`config.mk`:
```
export PLATFORM = sky130hd
export DESIGN_NAME = ripple_carry_adder_flat
export DESIGN_NICKNAME = d
export VERILOG_FILES = /design/src/rtl/ripple_carry_adder_pkg.sv /design/src/rtl/ripple_carry_adder_if.sv /design/src/rtl/ripple_carry_adder_full_adder.sv /design/src/rtl/ripple_carry_adder.sv /design/src/flat_wrapper.sv
export SDC_FILE = /design/constraint.sdc
export NUM_CORES = 1
export LEC_CHECK = 0
export CORE_AREA = 2 2 39 41
export CTS_CLUSTER_DIAMETER = 30
export DETAILED_ROUTE_END_ITERATION = 10
export DIE_AREA = 0 0 41 43
export PLACE_DENSITY = 0.54
export SLEW_MARGIN = 20
export SYNTH_ARGS = -nofsm -noshare
export SYNTH_HDL_FRONTEND = slang
export SYNTH_SLANG_ARGS = --single-unit
```
`constraint.sdc`:
```
create_clock -name clk -period 0.95 [get_ports clk]
set_input_delay 0.19 -clock clk [delete_from_list [all_inputs] [get_ports clk]]
set_output_delay 0.19 -clock clk [all_outputs]
set_load 0.05 [all_outputs]
```
`src/rtl/ripple_carry_adder_pkg.sv`:
```
// Shared constants and the golden adder model for the ripple-carry adder slice.
// The golden function is used by the verification bench and is not part of the datapath.
package adder_pkg;

  localparam int ADDER_WIDTH_DEFAULT = 4;

  // Returns {cout,sum} = a + b + cin, truncated to width+1 bits.
  function automatic logic [63:0] golden_add(input logic [31:0] a,
                                             input logic [31:0] b,
                                             input logic        cin,
                                             input int          width);
    logic [63:0] full;
    full = {32'b0, a} + {32'b0, b} + {63'b0, cin};
    return full & ((64'd1 << (width + 1)) - 64'd1);
  endfunction

endpackage

```
`src/rtl/ripple_carry_adder_if.sv`:
```
// Operand/result bundle for ripple_carry_adder.
// The master drives operands and consumes results; the adder is the slave.
interface ripple_carry_adder_if
  import adder_pkg::*;
#(
  parameter int WIDTH = ADDER_WIDTH_DEFAULT
);
  logic             in_valid;
  logic [WIDTH-1:0] a;
  logic [WIDTH-1:0] b;
  logic             cin;
  logic [WIDTH-1:0] sum;
  logic             cout;
  logic             out_valid;

  modport master (
    output in_valid, a, b, cin,
    input  sum, cout, out_valid
  );

  modport slave (
    input  in_valid, a, b, cin,
    output sum, cout, out_valid
  );
endinterface

```
`src/rtl/ripple_carry_adder_full_adder.sv`:
```
// One bit of the ripple chain: purely combinational full adder.
// X or Z on an input is left to propagate naturally through the gate equations.
module full_adder_1bit (
  input  logic a,
  input  logic b,
  input  logic cin,
  output logic sum,
  output logic cout
);

  logic w_half;

  assign w_half = a ^ b;
  assign sum    = w_half ^ cin;
  assign cout   = (a & b) | (cin & w_half);

endmodule

```
`src/rtl/ripple_carry_adder.sv`:
```
// Parameterised ripple-carry adder with one registered output stage (1-cycle latency).
// The carry chain runs the full width with no look-ahead; WIDTH is legal from 1 to 32.
module ripple_carry_adder
  import adder_pkg::*;
#(
  parameter int WIDTH = ADDER_WIDTH_DEFAULT
) (
  input  logic                 clk,
  input  logic                 rst_n,
  ripple_carry_adder_if.slave  bus
);

  logic [WIDTH:0]   w_carry;
  logic [WIDTH-1:0] w_sum;

  logic [WIDTH-1:0] r_sum;
  logic             r_cout;
  logic             r_valid;

  assign w_carry[0] = bus.cin;

  genvar gi;
  generate
    for (gi = 0; gi < WIDTH; gi++) begin : g_stage
      full_adder_1bit u_fa (
        .a    (bus.a[gi]),
        .b    (bus.b[gi]),
        .cin  (w_carry[gi]),
        .sum  (w_sum[gi]),
        .cout (w_carry[gi+1])
      );
    end
  endgenerate

  // Result registers hold their value when no new operands arrive; only the valid flag drops.
  always_ff @(posedge clk or negedge rst_n) begin
    if (!rst_n) begin
      r_sum   <= '0;
      r_cout  <= 1'b0;
      r_valid <= 1'b0;
    end else begin
      r_valid <= bus.in_valid;
      if (bus.in_valid) begin
        r_sum  <= w_sum;
        r_cout <= w_carry[WIDTH];
      end
    end
  end

  assign bus.sum       = r_sum;
  assign bus.cout      = r_cout;
  assign bus.out_valid = r_valid;

endmodule

```
`src/flat_wrapper.sv`:
```
// flat-port wrapper written by rule: the top's interface ports become plain ports
module ripple_carry_adder_flat import adder_pkg::*;
#(
  parameter int WIDTH = ADDER_WIDTH_DEFAULT
)
  (clk, rst_n, bus_in_valid, bus_a, bus_b, bus_cin, bus_sum, bus_cout, bus_out_valid);
  ripple_carry_adder_if #(.WIDTH(WIDTH)) bus_i ();
  input  logic clk;
  input  logic rst_n;
  input wire logic [$bits(bus_i.in_valid)-1:0] bus_in_valid;
  input wire logic [$bits(bus_i.a)-1:0] bus_a;
  input wire logic [$bits(bus_i.b)-1:0] bus_b;
  input wire logic [$bits(bus_i.cin)-1:0] bus_cin;
  output wire logic [$bits(bus_i.sum)-1:0] bus_sum;
  output wire logic [$bits(bus_i.cout)-1:0] bus_cout;
  output wire logic [$bits(bus_i.out_valid)-1:0] bus_out_valid;
  assign bus_i.in_valid = bus_in_valid;
  assign bus_i.a = bus_a;
  assign bus_i.b = bus_b;
  assign bus_i.cin = bus_cin;
  assign bus_sum = bus_i.sum;
  assign bus_cout = bus_i.cout;
  assign bus_out_valid = bus_i.out_valid;
  ripple_carry_adder #(.WIDTH(WIDTH)) u_core (.clk(clk), .rst_n(rst_n), .bus(bus_i));
endmodule
```
[Word-level counts from Yosys, hierarchy flattened]
Index checks and enable logic that the tools add are counted.
Operators by class
  bitwise operators: 20
Operators with widths (count)
  bitwise AND 1 bit: 8
  XOR 1 bit: 8
  bitwise OR 1 bit: 4
Storage, ports and cells
  flip-flop bits (word level): 6
  input bits: 12
  output and inout bits: 6
  word-level logic and storage cells: 23

[Logic depth before layout (Yosys ltp)]
Gate-level depths: netlist of the first run.
  depth in word-level cells: 9
  mapped depth: 8

[Hierarchy]
From an unflattened synthesis of the first run, not the netlist that was laid out.
Second synthesis, totals
  cell total of the unflattened synthesis: 15
  area total of the unflattened synthesis: 286.5 µm²
Modules (own cells, without submodules)
  ripple_carry_adder: times used 1, cells each 11, area an instance 206.4 µm², sequential area each 150.1 µm²
  full_adder_1bit: times used 4, cells each 1, area an instance 20.0 µm², sequential area each 0.0 µm²

[Worst setup path before layout of the first run]
Ideal clock, no wire load.
  path type: input to register
  start: input bus_cin
  end: register u_core.r_sum[3] (netlist: u_core.bus.sum[3])
  library setup time: 0.077 ns
  arrival: 1.764 ns
  data required time: 0.873 ns
  path slack: -0.891 ns
  stages: 8
  buffers on the path: 0
  cell sequence: inv_1 fa_1 inv_1 fa_1 fa_1 inv_1 fa_1 a21oi_1
On the way
  cells in the longest elaborated chain, start to end: 7
RTL lines
  start: declaration: line flat_wrapper.sv:13  | input wire logic [$bits(bus_i.cin)-1:0] bus_cin;
  bitwise AND 1 bit: line ripple_carry_adder_full_adder.sv:15  | assign cout = (a & b) | (cin & w_half);
  bitwise OR 1 bit: line ripple_carry_adder_full_adder.sv:15
  bitwise AND 1 bit: line ripple_carry_adder_full_adder.sv:15
  bitwise OR 1 bit: line ripple_carry_adder_full_adder.sv:15
  bitwise AND 1 bit: line ripple_carry_adder_full_adder.sv:15
  bitwise OR 1 bit: line ripple_carry_adder_full_adder.sv:15
  XOR 1 bit: line ripple_carry_adder_full_adder.sv:14  | assign sum = w_half ^ cin;
  end signal: assignment: line ripple_carry_adder.sv:44  | r_sum <= w_sum;
  end: declaration: line ripple_carry_adder.sv:16  | logic [WIDTH-1:0] r_sum;
No other way between the ends.
A chain may end at the register's enable or synchronous reset.

[Worst setup path after layout of the first run]
Ends and elaborated chain as after synthesis.

==> results.tsv, run 1 <==
metric	value	unit
status	finished, violations left	
violations	setup timing	
coreArea	1380	sq um
synth.yosys.seq_area_share	0.456	
antennaDiodeCount	0	
grt-ovfl-total	0	
regArea	150	sq um
multi_input_area	145	sq um
finalCritPeriodShare	1.72	
grt_pass1_vias	247	
fmax	613	MHz
drive_gt1_frac	0.531	
layout_common_cells	6 x clkdlybuf4s50_1, 6 x buf_12, 6 x dfrtp_1	
drt-initial-drc-count	0	
grt_setup_unrepaired	true	
routed_via_density	3.66	
fin_ws	-681	ps
gp_congestion	0.623	
finalCriticalPeriod	1630	ps
critical_path.max_fanout	1	
io_buffer_count	17	
cp_num_cells	9	
pin_count	18	
cp_cell_sequence	buf_8, clkinv_8, fa_2, inv_2, fa_2, fa_2, inv_2, fa_1, a21oi_1	
cp-startpoint	bus_cin	
worst-r2r-cell-count	2	
synth_nets	42	
num_vias	238	
synthCells	26	
setup.worst_path.end_class	flip-flop	
tns	-2310	ps
initial_core_util	0.238	
yosysUniqueCellTypes	8	
startpoint_type	primary input	
path_clk_slew	40	ps
avgSynthCellArea	12.7	sq um
reg2reg_to	u_core.bus.sum[1]	
root_buffer	clkbuf_4	
routed_wl	569	microns
drc	0	
crit_path_max_incr_delay	400	ps
die_w	41	microns
cpMaxStageDelayCell	fa_1	
critical_path.top_delay_family	adder cells	
crit_type	in -> reg	
clk_latency	240	ps
worst_slew_pin_slew	264	ps
track_usage	0.0873	
crit_end	u_core.bus.sum[3]	
skew	0	ps
cts_hold_buf	0	
r2r_start	u_core.bus.sum[1]	
worstPathArrival	1790	ps
hold_violations	0	
die_area	1760	sq um
p_per_area	1690	nW/um^2
h-tree-depth	1	
grt_pass1_wl	972	microns
maxSlewViolCount	0	
drt_first_pass_iters	1	
max_cap_violations	0	
clkSinkCount	6	
ant_nets	0	
grt_max_degree	7	
cpMostUsedCell	fa_2	
setup_viol	10	
hold_class	in -> async	
wl_per_cell	8.75	microns
die_h	43	microns
fp-row-count	14	
cts_buffers	3	
holdWs	191	ps
worstPathRequired	1110	ps
peakVddDrop	0.697	mV
leakage	0.308	nW
r2r_setup_slack	30	ps
fin_util	0.468	
place_hpwl	494	microns
nets	67	
synthesis.area	329	sq um
fill_cells	125	
synth_warnings	0	
synth_seq_cells	6	
antenna_found_initial	0	
critPathBufInv	4	
cts_tree	done	
cts_buffer_depth	2	
slew_headroom	0.824	
syn_to_final_growth	97.0	%
==> routing by layer <==
layer | up-vias | part of all wire | wire (microns) | track usage
li1 | 122 | - | - | -
met1 | 107 | 0.30 | 172 | 0.0767
met2 | 9 | 0.62 | 351 | 0.147
met3 | 0 | 0.077 | 44 | 0.0209
met4 | 0 | 0 | 0 | 0.0800
met5 | - | 0 | 0 | 0
==> flip-flops by register name, summed over array words and instances (netlist names) <==
| signal | cells |
|---|---|
| u_core.bus.out_valid | 1 |
| u_core.bus.sum | 4 |
| u_core.bus.cout | 1 |
==> power by group <==
| part | internal [mW] | leakage (nW) | total [mW] | switching, mW |
|---|---|---|---|---|
| combinational | 0.288 | 0.225 | 0.525 | 0.237 |
| clock | 0.142 | 0.0138 | 0.223 | 0.0811 |
| sequential | 0.299 | 0.0689 | 0.345 | 0.0459 |
| total | 0.729 | 0.308 | 1.09 | 0.364 |
==> cells by family (layout without fill, tap and decap cells) <==
family,Yosys count,after routing,synth area share
AOI/OAI and AO/OA,2,2,0.0304
muxes,3,3,0.122
buffers and inverters,9,32,0.125
and+or+nand+nor,2,2,0.0228
DFF,6,6,0.456
adders and majority gates,4,4,0.243
==> layout make-up <==
class | count | share of cell area
multi-input cells | 11 | 0.224
flip-flops and latches | 6 | 0.232
inverters | 8 | 0.0695
clock buffers | 3 | 0.0347
well taps | 16 | 0.0309
repair buffers | 21 | 0.409
==> synth_stat cells <==
cell / count / area share
inv_1: 8 / 0.091
dfrtp_1: 6 / 0.46
fa_1: 4 / 0.24
a21oi_1: 2 / 0.030
mux2_4: 2 / 0.091
nor2_1: 2 / 0.023
buf_6: 1 / 0.034
mux2i_1: 1 / 0.030
==> repair_timing <==
| action | 4_1_cts | 5_1_grt |
|---|---|---|
| gates resized for setup | 20 | 2 |
| setup buffers | 2 | 0 |
| pin swaps | 5 | 5 |
| endpoints found under the setup margin | 11 | 10 |
| gates cloned | 0 | 0 |
==> how the worst min path moves through the flow <==
stage	startpoint	end	slack (ps)	cells after the start
after detailed placement	rst_n	u_core.bus.out_valid	450	1
final	rst_n	u_core.bus.sum[3]	190	1
after global placement	rst_n	u_core.bus.out_valid	440	1
after CTS	rst_n	u_core.bus.out_valid	190	1
after floorplan	rst_n	u_core.bus.cout	-110	0
after global routing	rst_n	u_core.bus.sum[3]	200	1
==> stage by stage <==
step | cells | setup WS (ps) | power, mW | instance area [sq um]
floorplan | 26 | -798 | 0.568 | 344
global placement | 60 | -1370 | 0.840 | 598
detailed placement | 60 | -1390 | 0.847 | 598
CTS | 65 | -774 | 1.11 | 641
global route | 65 | -707 | 1.17 | 648
finish | 65 | -681 | 1.09 | 648
No activity file was read; power rests on OpenSTA's default activity.
==> inputs of run 2 (changes only) <==
==> constraint.sdc (replaced) <==
create_clock -name clk -period 1.6 [get_ports clk]
set_input_delay 0.32 -clock clk [delete_from_list [all_inputs] [get_ports clk]]
set_output_delay 0.32 -clock clk [all_outputs]
set_load 0.05 [all_outputs]
==> results.tsv, run 2 (synthesis results as in run 1) <==
metric	value	unit	change
clk_latency	240	ps	about the same
grt_setup_unrepaired	true		
worstPathRequired	1760	ps	+650 ps
hold_class	in -> async		
nets	64		-4.5%
largest_reg_flops	4		unchanged
finalCriticalPeriod	1770	ps	
crit_type	in -> reg		
critical_path.max_fanout	1		unchanged
fin_area	546	sq um	-16%
pre_cts_slack	-867	ps	+520 ps
grt_pass1_wl	890	microns	-8.4%
wl_per_cell	8.85	microns	+1.2%
io_buffer_count	17		unchanged
drt-initial-drc-count	0		unchanged
leakage	0.265	nW	-14%
path_clk_slew	40	ps	about the same
setup.worst_path.end_class	flip-flop		
clkPwrFrac	0.244		+0.040
initial_core_util	0.238		unchanged
fp-row-count	14		unchanged
track_usage	0.0843		-0.00296
die_h	43	microns	unchanged
drc	0		unchanged
pwr-share-seq	0.343		+0.027
layout_common_cells	7 x buf_4, 6 x clkdlybuf4s50_1, 6 x dfrtp_1		
h-tree-depth	1		unchanged
num_vias	231		-2.9%
routed_via_density	3.73		+1.8%
die_area	1760	sq um	unchanged
slew_headroom	0.809		-0.0146
violations	setup timing		
antennaDiodeCount	0		unchanged
crit_path_max_incr_delay	390	ps	about the same
cts_buffer_depth	2		unchanged
gp_congestion	0.571		-8.3%
clkSinkCount	6		unchanged
p_sw_frac	0.361		+0.0278
p_int	355	uW	-51%
routed_wl	549	microns	-3.5%
combPwrFrac	0.413		-0.067
netSwitchingPower	200	uW	-45%
antenna_found_initial	0		unchanged
setup_viol	1		-9
root_buffer	clkbuf_4		
die_w	41	microns	unchanged
p_per_area	1020	nW/um^2	-40%
worstPathArrival	1930	ps	+140 ps
max_cap_violations	0		unchanged
cts_buffers	3		unchanged
cpMostUsedCell	fa_2		
grt_pass1_vias	246		-0.40%
postCtsSetupBuffers	0		-2
status	finished, violations left		
ant_nets	0		unchanged
cp_cell_sequence	buf_6, inv_4, fa_2, inv_2, fa_2, fa_2, inv_2, fa_1, a21oi_1		
mostFrequentLayoutCell	buf_4		
finalCritPeriodShare	1.11		
cpMaxStageDelayCell	fa_1		
fmax	565	MHz	
fin_ws	-170	ps	+511 ps
maxSlewViolCount	0		unchanged
startpoint_type	primary input		
pin_count	18		unchanged
grt_max_degree	7		unchanged
drt_first_pass_iters	1		unchanged
coreArea	1380	sq um	unchanged
skew	0	ps	unchanged
place_area	515	sq um	-14%
syn_to_final_growth	65.8	%	
grt-ovfl-total	0		unchanged
worst_slew_pin_slew	286	ps	+21.9 ps
cts_tree	done		
place_hpwl	495	microns	+0.12%
peakVddDrop	0.360	mV	-48%
hold_violations	0		unchanged
drive_gt1_frac	0.500		-0.0306
## run 2: critical path, delay by kind of cell
| family | cells | cell delay (ps) |
|---|---|---|
| buf+inv | 4 | 230 |
| compound gates | 1 | 140 |
| fa+ha+maj | 4 | 1250 |
## run 2: area by class of cell
type	count	area [sq um]
clock buffers	3	22.5
fillers	145	838
inverters	8	40.0
multi-input cells	11	145
flip-flops and latches	6	150
well taps	16	20.0
repair buffers	18	168
## run 2: metrics by stage
| stage | instances | util | hold slack, ps | setup TNS [ps] | total power, mW |
|---|---|---|---|---|---|
| after floorplan | 26 | - | 24.4 | -485 | 0.337 |
| after global placement | 59 | 0.373 | 501 | -2930 | 0.421 |
| after detailed placement | 59 | 0.373 | 506 | -3000 | 0.424 |
| after CTS | 62 | 0.392 | 325 | -322 | 0.565 |
| after global routing | 62 | 0.394 | 336 | -278 | 0.593 |
| final | 62 | 0.394 | 327 | -170 | 0.555 |
## run 2: path summary, 6_finish.rpt
| kind | start | endpoint | slack (ps) | cells after the start |
|---|---|---|---|---|
| setup / recovery | bus_b[0] | u_core.bus.sum[3] | -170 | 9 |
| hold / removal | rst_n | u_core.bus.sum[2] | 330 | 1 |
| setup reg to reg | u_core.bus.sum[1] | u_core.bus.sum[1] | 840 | 1 |
| hold reg to reg | u_core.bus.sum[2] | u_core.bus.sum[2] | 510 | 1 |
| max in group asynchronous | rst_n | u_core.bus.out_valid | 1050 | 1 |
| min in group clk | bus_cin | u_core.bus.sum[0] | 510 | 4 |
## run 2: timing repair
| item | in CTS | in global routing |
|---|---|---|
| pin swaps | 5 | 5 |
| endpoints found under the setup margin | 4 | 3 |
| resized for setup | 19 | 1 |
| hold buffers | 0 | 0 |
## run 2: power groups by stage
stage	Combinational, mW	Clock, mW	Sequential [mW]
2_1_floorplan	0.0549	0	0.282
3_3_place_gp	0.228	0	0.192
3_5_place_dp	0.230	0	0.194
4_1_cts	0.232	0.141	0.192
5_1_grt	0.245	0.154	0.194
6_report	0.229	0.136	0.190
## run 2: metal layers
layer / vias up / part of all wire / track usage
met5: - / 0 / 0
met1: 99 / 0.32 / 0.0669
li1: 117 / - / -
met3: 2 / 0.11 / 0.0471
met2: 13 / 0.53 / 0.122
met4: 0 / 0.035 / 0.100
